**src/rtl/ps2_pkg.sv**
```systemverilog
// ps2_pkg: shared PS/2 types, timing defaults and command bytes.
// Used by the host transmitter and the keyboard receiver.
package ps2_pkg;

  typedef enum logic [2:0] {
    S_IDLE,
    S_INHIBIT,
    S_START,
    S_SHIFT,
    S_WAIT_IDLE,
    S_FAIL
  } tx_state_t;

  localparam int unsigned PS2_CLK_HZ         = 50_000_000;
  localparam int unsigned PS2_INHIBIT_CYC    = 5000;
  localparam int unsigned PS2_FIRST_EDGE_CYC = 750_000;
  localparam int unsigned PS2_PACKET_CYC     = 100_000;
  localparam int unsigned PS2_TMR_W          = 20;

  localparam logic [7:0] PS2_CMD_SET_LEDS = 8'hED;
  localparam logic [7:0] PS2_CMD_RESET    = 8'hFF;
  localparam logic [7:0] PS2_ACK          = 8'hFA;

  function automatic logic odd_parity(input logic [7:0] d);
    return ~^d;
  endfunction

endpackage

```
**src/rtl/ps2_line_sync.sv**
```systemverilog
// ps2_line_sync: 2-FF synchronizer for PS/2 clock and data lines
// with a registered falling-edge strobe on the clock line.
module ps2_line_sync (
  input  logic clk,
  input  logic reset,
  input  logic ps2_clk,
  input  logic ps2_dat,
  output logic clk_sync,
  output logic dat_sync,
  output logic fe
);

  logic clk_meta;
  logic dat_meta;
  logic clk_prev;

  // Idle lines are pulled high, so the chain resets to 1.
  always_ff @(posedge clk or negedge reset) begin
    if (!reset) begin
      clk_meta <= 1'b1;
      clk_sync <= 1'b1;
      clk_prev <= 1'b1;
      dat_meta <= 1'b1;
      dat_sync <= 1'b1;
      fe       <= 1'b0;
    end else begin
      clk_meta <= ps2_clk;
      clk_sync <= clk_meta;
      clk_prev <= clk_sync;
      dat_meta <= ps2_dat;
      dat_sync <= dat_meta;
      fe       <= clk_prev & ~clk_sync;
    end
  end

endmodule

```
**src/rtl/ps2_host_tx.sv**
```systemverilog
// ps2_host_tx: PS/2 host-to-device command byte transmitter.
// Define PS2_TX_RETRY_EN to retry a failed frame twice before error.
module ps2_host_tx
  import ps2_pkg::*;
#(
  parameter int unsigned CLK_HZ         = PS2_CLK_HZ,
  parameter int unsigned INHIBIT_CYC    = PS2_INHIBIT_CYC,
  parameter int unsigned FIRST_EDGE_CYC = PS2_FIRST_EDGE_CYC,
  parameter int unsigned PACKET_CYC     = PS2_PACKET_CYC
) (
  input  logic       clk,
  input  logic       reset,
  input  logic       ps2_clk_i,
  input  logic       ps2_dat_i,
  output logic       ps2_clk_oe,
  output logic       ps2_dat_oe,
  input  logic [7:0] tx_data,
  input  logic       tx_valid,
  output logic       tx_ready,
  output logic       done,
  output logic       error,
  output logic       rx_inhibit
);

  localparam logic [PS2_TMR_W-1:0] INH_LAST =
    PS2_TMR_W'(INHIBIT_CYC - 1);
  localparam logic [PS2_TMR_W-1:0] FE_LAST =
    PS2_TMR_W'(FIRST_EDGE_CYC - 2);
  localparam logic [PS2_TMR_W-1:0] PKT_LAST =
    PS2_TMR_W'(PACKET_CYC - 2);

  logic clk_hz_unused;
  assign clk_hz_unused = (CLK_HZ == 0);

  tx_state_t            state;
  logic [7:0]           data;
  logic                 par;
  logic [3:0]           n;
  logic [PS2_TMR_W-1:0] tmr;
  logic [PS2_TMR_W-1:0] pkt;
  logic                 clk_sync;
  logic                 dat_sync;
  logic                 fe;
`ifdef PS2_TX_RETRY_EN
  logic [1:0]           retry;
`endif

  ps2_line_sync u_sync (
    .clk      (clk),
    .reset    (reset),
    .ps2_clk  (ps2_clk_i),
    .ps2_dat  (ps2_dat_i),
    .clk_sync (clk_sync),
    .dat_sync (dat_sync),
    .fe       (fe)
  );

  // Timeouts are one cycle short of the limit because FAIL
  // adds a cycle before the error pulse.
  always_ff @(posedge clk or negedge reset) begin
    if (!reset) begin
      state      <= S_IDLE;
      ps2_clk_oe <= 1'b0;
      ps2_dat_oe <= 1'b0;
      tx_ready   <= 1'b1;
      done       <= 1'b0;
      error      <= 1'b0;
      rx_inhibit <= 1'b0;
      data       <= '0;
      par        <= 1'b0;
      n          <= '0;
      tmr        <= '0;
      pkt        <= '0;
`ifdef PS2_TX_RETRY_EN
      retry      <= '0;
`endif
    end else begin
      done  <= 1'b0;
      error <= 1'b0;
      tmr   <= (&tmr) ? tmr : tmr + 1'b1;
      pkt   <= (&pkt) ? pkt : pkt + 1'b1;
      unique case (state)
        S_IDLE: begin
          ps2_clk_oe <= 1'b0;
          ps2_dat_oe <= 1'b0;
          rx_inhibit <= 1'b0;
          tx_ready   <= 1'b1;
          if (tx_valid && tx_ready) begin
            data       <= tx_data;
            par        <= odd_parity(tx_data);
            n          <= '0;
            tmr        <= '0;
`ifdef PS2_TX_RETRY_EN
            retry      <= '0;
`endif
            tx_ready   <= 1'b0;
            rx_inhibit <= 1'b1;
            ps2_clk_oe <= 1'b1;
            state      <= S_INHIBIT;
          end
        end
        S_INHIBIT: begin
          if (tmr == INH_LAST) begin
            ps2_clk_oe <= 1'b0;
            ps2_dat_oe <= 1'b1;
            tmr        <= '0;
            state      <= S_START;
          end
        end
        S_START: begin
          if (fe) begin
            n          <= 4'd1;
            pkt        <= '0;
            ps2_dat_oe <= ~data[0];
            state      <= S_SHIFT;
          end else if (tmr == FE_LAST) begin
            ps2_dat_oe <= 1'b0;
            state      <= S_FAIL;
          end
        end
        S_SHIFT: begin
          if (pkt == PKT_LAST) begin
            ps2_dat_oe <= 1'b0;
            state      <= S_FAIL;
          end else if (fe) begin
            n <= n + 4'd1;
            unique case (1'b1)
              (n <= 4'd7): ps2_dat_oe <= ~data[n[2:0]];
              (n == 4'd8): ps2_dat_oe <= ~par;
              (n == 4'd9): ps2_dat_oe <= 1'b0;
              default:
                state <= dat_sync ? S_FAIL : S_WAIT_IDLE;
            endcase
          end
        end
        S_WAIT_IDLE: begin
          if (clk_sync && dat_sync) begin
            done       <= 1'b1;
            rx_inhibit <= 1'b0;
            state      <= S_IDLE;
          end else if (pkt == PKT_LAST) begin
            state <= S_FAIL;
          end
        end
        S_FAIL: begin
          ps2_clk_oe <= 1'b0;
          ps2_dat_oe <= 1'b0;
`ifdef PS2_TX_RETRY_EN
          if (retry < 2'd2) begin
            retry      <= retry + 2'd1;
            tmr        <= '0;
            ps2_clk_oe <= 1'b1;
            state      <= S_INHIBIT;
          end else begin
            error      <= 1'b1;
            rx_inhibit <= 1'b0;
            state      <= S_IDLE;
          end
`else
          error      <= 1'b1;
          rx_inhibit <= 1'b0;
          state      <= S_IDLE;
`endif
        end
        default: begin
          ps2_clk_oe <= 1'b0;
          ps2_dat_oe <= 1'b0;
          rx_inhibit <= 1'b0;
          state      <= S_IDLE;
        end
      endcase
    end
  end

endmodule

```
**config.mk**
```make
export PLATFORM = sky130hd
export DESIGN_NAME = ps2_host_tx
export DESIGN_NICKNAME = d
export VERILOG_FILES = /design/src/rtl/ps2_pkg.sv /design/src/rtl/ps2_line_sync.sv /design/src/rtl/ps2_host_tx.sv
export SDC_FILE = /design/constraint.sdc
export NUM_CORES = 1
export LEC_CHECK = 0
export ABC_AREA = 0
export BUFFER_PORTS_ARGS = -buffer_cell sky130_fd_sc_hd__clkbuf_2
export CAP_MARGIN = 25
export CORE_MARGIN = 10
export CORE_UTILIZATION = 40
export DETAILED_ROUTE_END_ITERATION = 10
export PLACE_DENSITY = 0.55
export SLEW_MARGIN = 20
export SYNTH_ARGS = -nofsm -noshare
export SYNTH_HDL_FRONTEND = slang
export SYNTH_SLANG_ARGS = --single-unit
```
**constraint.sdc**
```tcl
create_clock -name clk -period 2.9 [get_ports clk]
set_input_delay 0.29 -clock clk [delete_from_list [all_inputs] [get_ports clk]]
set_output_delay 0.29 -clock clk [all_outputs]
set_load 0.01 [all_outputs]
```
# Word level (Yosys, flattened, before mapping)
# Cells that the tools add are included.
# word_totals
reg_bits	68
word_cells	109
inputBits	13
# op_classes
n_lt_le_gt_ge	2
reduce_logical	16
add_sub_neg	3
mux	41
n_eq_ne	21
bitwise	8
# ops
operator	count
two-way mux 20 bit	6
adder 20 x 1 -> 20 bit, second input constant	2
one-hot mux 20 bit (2 select lines)	1
AND reduction 20 bit	2
two-way mux 3 bit	9
equality test 20 x 13 -> 1 bit, second input constant	1
equality test 20 x 17 -> 1 bit, second input constant	1
equality test 20 bit, second input constant	1
two-way mux 4 bit	4
one-hot mux 3 bit (5 select lines)	1
two-way mux 1 bit	14
one-hot mux 4 bit (3 select lines)	1
AND reduction 5 bit	2
one-hot mux 1 bit (3 select lines)	3
OR reduction 3 bit	3
equality test 4 bit, second input constant	2
!= test 2 bit, second input constant	4
XNOR reduction 8 bit	1
inverter 1 bit	7
equality test 3 x 2 -> 1 bit, second input constant	2
equality test 3 bit, second input constant	2
!= test 3 x 2 -> 1 bit, second input constant	2
!= test 3 bit, second input constant	2
AND reduction 2 bit	3
13 further kinds	15

# Logic depth before layout (Yosys ltp)
# Gate-level depths: netlist (run 1).
# logic_depth
ltp_word	7
mapped_depth	9

# Modules after synthesis
# From an unflattened synthesis (run 1), not the netlist that was laid out.
# unflattened
cells_unflattened	376
area_unflattened_um2	3682.3
# by_module_without_submodules
mod	area_each_um2	seq_area_each_um2	n_inst	cells_per_inst
ps2_host_tx	3512.1	1552.7	1	369
ps2_line_sync	170.2	156.4	1	7

# Worst setup path after synthesis (run 1)
# No wires, ideal clock.
# synth_timing
path_type	register to register
start	register tmr[17]
end	register state[0]
required_ns	2.775
path_stages_with_launch	7
arrival_time_ns	2.008
slack_ns	0.767
n_path_buf	1
path_cell_list	dfrtp_1 > buf_6 > or4_1 > or3_4 > a21bo_1 > nand3b_4 > mux2_4
# synth_via
elab_chain_cells	3
# synth_lines
item	line_no	source
start, declared	ps2_host_tx.sv:39	logic [PS2_TMR_W-1:0] tmr;
start signal, assigned	ps2_host_tx.sv:80	tmr <= (&tmr) ? tmr : tmr + 1'b1;
equality test 20 bit or equality test 20 x 13 -> 1 bit (tied branches)	ps2_host_tx.sv:116, ps2_host_tx.sv:103	
!= test 3 x 2 -> 1 bit (no line) or != test 2 bit (tied branches)	n/a	
AND reduction 6 bit (no line) *	n/a	
end signal, assigned	ps2_host_tx.sv:132	state <= dat_sync ? S_FAIL : S_WAIT_IDLE;
end, declared	ps2_host_tx.sv:35	tx_state_t state;
# Mark *: on every way between the ends. The rest lies on a longest branch, timed or not.
# A chain may end at the register's enable or synchronous reset.

# Worst setup path in the final report (run 1)
# layout_timing
start	register tmr[3]
end	register tmr[10]
# layout_via
elab_chain_cells	4
# layout_lines
item	line_no	source
adder 20 x 1 -> 20 bit or AND reduction 20 bit (tied branches)	ps2_host_tx.sv:80	
two-way mux 20 bit	ps2_host_tx.sv:80	
two-way mux 20 bit, on equally long branches	ps2_host_tx.sv:103, ps2_host_tx.sv:88	
one-hot mux 20 bit (2 select lines) *	ps2_host_tx.sv:82	unique case (state)
# Marks and branches as above.

==> reports/metrics.yaml, run 1 <==
status: "completed"
grt_pass1_wl_mm: 12.9
synthSimpleGateAreaFrac: 0.275
setup_tns_ns: 0
synth-edff-count: 0
cts_setup_buffers: 0
io_buffers: 18
synthDistinctLibCells: 52
start_kind: "register"
cts.sinks: 68
globalRoute.totalOverflow: 0
setup_viol: 0
path_cells: "and4_1 -> nand2_1 -> or4_1 -> nand4_1 -> xor2_1 -> nor2_1"
endpoint_kind: "register"
dp_hpwl_mm: 5.17
start_util: 0.413
synthArstFlopShare: 1.00
syn_to_final_growth_pct: 11.8
synthFlopType: "dfrtp_1"
fin_crit_sh: 0.793
power.density_nw_per_um2: 636
worst_pin_slew_ns: 0.635
final_common_cell: "dfrtp_1"
grt_use_total: 0.118
fillers: 843
die_w_um: 115
cap_violations: 0
drive_above_1_share: 0.120
cts_tree: "yes"
cts_made_buffers: 9
design.portCount: 19
place.gp.congestion: 0.792
ys_seq_area_frac: 0.472
cp.required_ns: 3.12
hold_buffers: 1
fp.dieH_um: 115
grt_setup_unrepaired: "false"
yosys_register_bits: 68
row_count: 34
postCtsResizedCells: 0
synthMuxAreaShare: 0.0249
worst-setup-path-type: "register to register"
via_count: 2776
cp_slowest_cell: "or4_1"
post-route-min-period_ns: 2.30
insertion_delay_ns: 0.34
num_antenna_cells: 0
layout.nets: 423
critPathMaxFanout: 18
slowest_delay_ns: 0.79
antenna_found_initial: 0
yosysWarningCount: 0
wl_per_cell_um: 14.5
cp.arrival_ns: 2.52
synth_top_family_by_area: "simple AND/OR/NAND/NOR gates"
ir_worst_vdd_mv: 0.239
antenna_left: 0
synthesis.area_um2: 3620
p_leak_nw: 1.87
synth-compound-area-share: 0.0777
slew_headroom: 0.576
path_clk_slew_ns: 0.07
drt-initial-drc-count: 167
worstHoldPathType: "primary input to register"
fmax_mhz: 435
final_core_util: 0.462
cts_root_buf: "clkbuf_8"
cts_buffer_depth: 2
dieArea_um2: 13300
synthXorXnorAreaFrac: 0.0991
htreeDepth: 3
syn_nets: 403
vias_per_cell: 5.38
finalHoldViolations: 0
synthAdderAreaFrac: 0.0242
syn_avg_cell_area_um2: 9.46
drc: 0
skew_ns: 0.00940
coreArea_um2: 8760
grt_pass1_vias: 2673
dr.pass1.iters: 4
routed_wl_mm: 7.50
synthCells: 383
slew_viol_final: 0
grt_max_degree: 45
final_cell_mix: "dfrtp_1, nor2_1, nand2_1, xor2_1, nand3_1"
## cell families (layout without fill, tap and decap cells)
kind of cell,count (synthesis),after routing
DFF,68,68
muxes,6,6
and+or+nand+nor,195,195
adders and majority gates,7,7
AOI/OAI and AO/OA,43,43
buffers and inverters,23,48
xor gates and xnor gates,41,41
## state kept, by name (all words and copies together) (netlist names)
register / count
tx_ready: 1
n: 4
rx_inhibit: 1
ps2_dat_oe: 1
u_sync.clk_prev: 1
error: 1
par: 1
tmr: 20
u_sync.dat_sync: 1
state: 3
ps2_clk_oe: 1
u_sync.fe: 1
data: 8
u_sync.dat_meta: 1
u_sync.clk_sync: 1
pkt: 20
u_sync.clk_meta: 1
done: 1
## area by class of cell
class / count / area (µm²) / share of cell area
Inverter: 8 / 30.0 / 0.00741
Clock inverter: 3 / 43.8 / 0.0108
Sequential cell: 68 / 1710 / 0.422
Multi-Input combinational cell: 292 / 1810 / 0.448
Timing Repair Buffer: 24 / 150 / 0.0371
Tap cell: 108 / 135 / 0.0334
Clock buffer: 13 / 169 / 0.0417
## Yosys cell counts, drive strengths merged (4+ instances only)
library cell  number  area, µm²
nand4             19        119
buf                6       36.3
dfrtp             62       1550
and3              10       62.6
inv                8       30.0
nor3               8       40.0
nor2              50        188
nand3b             4       42.5
and4               4       35.0
nand2b             7       43.8
o21ai              8       40.0
xnor2             14        123
dfstp              6        158
clkbuf             9       33.8
nand2             46        173
a211oi             4       30.0
nand3             22        110
a21oi             11       55.1
xor2              27        236
nor2b              7       43.8
ha                 7       87.6
## worst paths after layout
kind / start / end / slack, ns / cells past startpoint
min in group asynchronous: reset / data[4] / 0.48 / 2
max in group asynchronous: reset / u_sync.dat_meta / 1.70 / 3
setup reg to reg: tmr[3] / tmr[10] / 0.60 / 6
hold reg to reg: u_sync.dat_meta / u_sync.dat_sync / 0.36 / 0
hold / removal: ps2_clk_i / u_sync.clk_meta / 0.03 / 1
setup / recovery: tmr[3] / tmr[10] / 0.60 / 6
## critical path: cells and delay by family (launching register included)
family	cells	cell delay, ns
AND/OR/NAND/NOR	5	1.57
flip-flops	1	0.45
XOR/XNOR	1	0.16
## routing by layer
layer | up-vias | share of wire | GRT usage
li1 | 1383 | - | -
met4 | 0 | 0.016 | 0.0536
met2 | 48 | 0.44 | 0.172
met3 | 10 | 0.034 | 0.0245
met5 | - | 0 | 0
met1 | 1335 | 0.51 | 0.164
## power breakdown
group / internal [mW] / switching [mW] / leakage [nW]
clock network: 0.469 / 0.363 / 0.110
registers: 1.08 / 0.120 / 0.888
logic: 0.239 / 0.304 / 0.872
## metrics by stage
step	total power, mW	cell area [µm²]	hold slack [ns]	setup slack (ns)	std cells
after floorplan	1.60	3620	-0.00559	0.767	383
after global placement	1.76	3830	0.324	0.642	499
after detailed placement	1.77	3830	0.342	0.596	499
after CTS	2.61	4050	0.0143	0.592	516
after global routing	2.75	4050	0.0124	0.385	516
final	2.58	4050	0.0285	0.599	516
Power figures use the tool's default switching activity.
==> run 2, diff against run 1 <==
--- a/config.mk
+++ b/config.mk
@@ -5,13 +5,13 @@
 export SDC_FILE = /design/constraint.sdc
 export NUM_CORES = 1
 export LEC_CHECK = 0
-export ABC_AREA = 0
+export ABC_AREA = 1
 export BUFFER_PORTS_ARGS = -buffer_cell sky130_fd_sc_hd__clkbuf_2
 export CAP_MARGIN = 25
 export CORE_MARGIN = 10
 export CORE_UTILIZATION = 40
 export DETAILED_ROUTE_END_ITERATION = 10
-export PLACE_DENSITY = 0.55
+export PLACE_DENSITY = 0.57
 export SLEW_MARGIN = 20
 export SYNTH_ARGS = -nofsm -noshare
 export SYNTH_HDL_FRONTEND = slang
==> constraint.sdc (replaced) <==
create_clock -name clk -period 1.9 [get_ports clk]
set_input_delay 0.19 -clock clk [delete_from_list [all_inputs] [get_ports clk]]
set_output_delay 0.19 -clock clk [all_outputs]
set_load 0.01 [all_outputs]
==> reports/metrics.yaml, run 2 <==
insertion_delay_ns: 0.37
power.density_nw_per_um2: 1140
syn_nets: 537
synthCells: 517
endpoint_kind: "register"
cts.sinks: 68
cts_buffer_depth: 2
fin_crit_sh: 0.882
synthFlopType: "dfrtp_1"
setup_viol: 0
cap_violations: 0
fin_ws_ns: 0.223
grt_pass1_wl_mm: 15.9
die_w_um: 120
dr.pass1.iters: 4
slew_headroom: 0.732
htreeDepth: 3
ys_seq_area_frac: 0.424
slew_viol_final: 0
antenna_found_initial: 0
drc: 0
finalHoldViolations: 0
setup_tns_ns: 0
start_kind: "register"
ys_top_cells_by_count: "nand2_1, dfrtp_1, nor2_1"
final_cell_mix: "nand2_1, dfrtp_1, nor2_1, inv_1, nand3_1"
drt-initial-drc-count: 199
design_area_um2: 4610
grt_use_total: 0.135
layout.nets: 575
place.gp.congestion: 0.888
worst-setup-path-type: "register to register"
cts_root_buf: "clkbuf_8"
yosysWarningCount: 0
vias_per_cell: 4.92
reg_top3: "pkt x20, tmr x20, data x8"
grt_setup_unrepaired: "false"
drive_above_1_share: 0.198
ir_worst_vdd_mv: 0.714
fp.dieH_um: 120
critPathMaxFanout: 14
row_count: 36
fmax_mhz: 596
cp.required_ns: 2.20
cts_setup_buffers: 0
place_area_um2: 4340
synth-edff-count: 0
synthArstFlopShare: 1.00
coreArea_um2: 9770
synth.most_common_cell: "nand2_1"
design.portCount: 19
synthesis.area_um2: 4030
io_buffers: 18
syn_to_final_growth_pct: 14.3
cts_made_buffers: 9
fin_total_pwr_mw: 5.27
globalRoute.totalOverflow: 0
num_antenna_cells: 0
path_clk_slew_ns: 0.09
final_common_cell: "nand2_1"
dp_hpwl_mm: 6.84
yosys_register_bits: 68
dp_cells: 674
worst_hold_slack_ns: 0.0593
cp.arrival_ns: 1.97
dieArea_um2: 14500
final_core_util: 0.471
p_leak_nw: 2.23
grt_pass1_vias: 3288
fin_cells: 693
syn_avg_cell_area_um2: 7.80
yosys.area.top_type_share: 0.385
via_count: 3408
worst_pin_slew_ns: 0.402
cts_tree: "yes"
status: "completed"
routed_wl_mm: 9.24
antenna_left: 0
skew_ns: 0.0126
post-route-min-period_ns: 1.68
synthTopCellsByArea: "dfrtp_1, nand2_1, nor2_1"
grt_max_degree: 38
post-place-ws_ns: 0.101
worstHoldPathType: "primary input to register"
synth_area_leader_cell: "dfrtp_1"
wl_per_cell_um: 13.3
start_util: 0.412
synthDistinctLibCells: 37
[run 2: cell types whose count changed after synthesis, sizes merged, moves of 10 or more]
| cell | before | now |
|---|---|---|
| nand2 | 46 | 120 |
| inv | 8 | 69 |
| nor2 | 50 | 76 |
| o21ai | 8 | 28 |
| nand3 | 22 | 39 |
| a21oi | 11 | 27 |
| and3 | 10 | 0 |
[run 2: worst paths after layout]
kind | from | to | slack [ns] | depth (start not counted)
min in group asynchronous | reset | pkt[6] | 0.28 | 2
setup reg to reg | tmr[0] | tmr[5] | 0.22 | 8
max in group asynchronous | reset | u_sync.dat_meta | 0.98 | 3
setup / recovery | tmr[0] | tmr[5] | 0.22 | 8
hold / removal | tx_data[2] | data[2] | 0.06 | 3
hold reg to reg | u_sync.clk_meta | u_sync.clk_sync | 0.36 | 0
[run 2: area by class of cell]
cell class              instances  area (µm²)
clock buffers                   9         124
fillers                       985        5170
flip-flops and latches         68        1710
multi-input cells             372        2040
well taps                     133         166
repair buffers                 32         215
inverters                      72         270
clock inverters                 7        82.6
[run 2: critical path: stages, from the launching register on]
cell     delay (ns)
dfrtp_1        0.43
ha_2           0.23
inv_1          0.07
nor2_2         0.12
nand2_1        0.10
nor2_2         0.16
nand2_4        0.17
buf_4          0.21
a21oi_2        0.11
[run 2: cells by family (layout without fill, tap and decap cells)]
| logic type | count (synthesis) | count (layout) | share of synthesized area |
|---|---|---|---|
| buffers and inverters | 77 | 120 | 0.0779 |
| AOI/OAI and AO/OA | 67 | 67 | 0.102 |
| xor gates and xnor gates | 29 | 29 | 0.0630 |
| adders and majority gates | 7 | 7 | 0.0217 |
| DFF | 68 | 68 | 0.424 |
| and+or+nand+nor | 269 | 269 | 0.311 |
[run 2: metal layers]
metal	global-route usage	part of all wire
met5	0	0
met4	0.0618	0.021
met3	0.0312	0.037
met2	0.197	0.43
met1	0.186	0.51
[run 2: where the power goes]
| group | switching [mW] | leakage (nW) | total, mW | internal, mW |
|---|---|---|---|---|
| combinational | 1.19 | 1.26 | 1.88 | 0.688 |
| clock | 0.651 | 0.0984 | 1.28 | 0.626 |
| sequential | 0.312 | 0.879 | 2.11 | 1.80 |
[run 2: repair_timing]
action	in CTS	in global routing
resized for setup	0	9
endpoints found under the setup margin	0	20
endpoints found under the hold margin	15	0
hold buffers	3	0
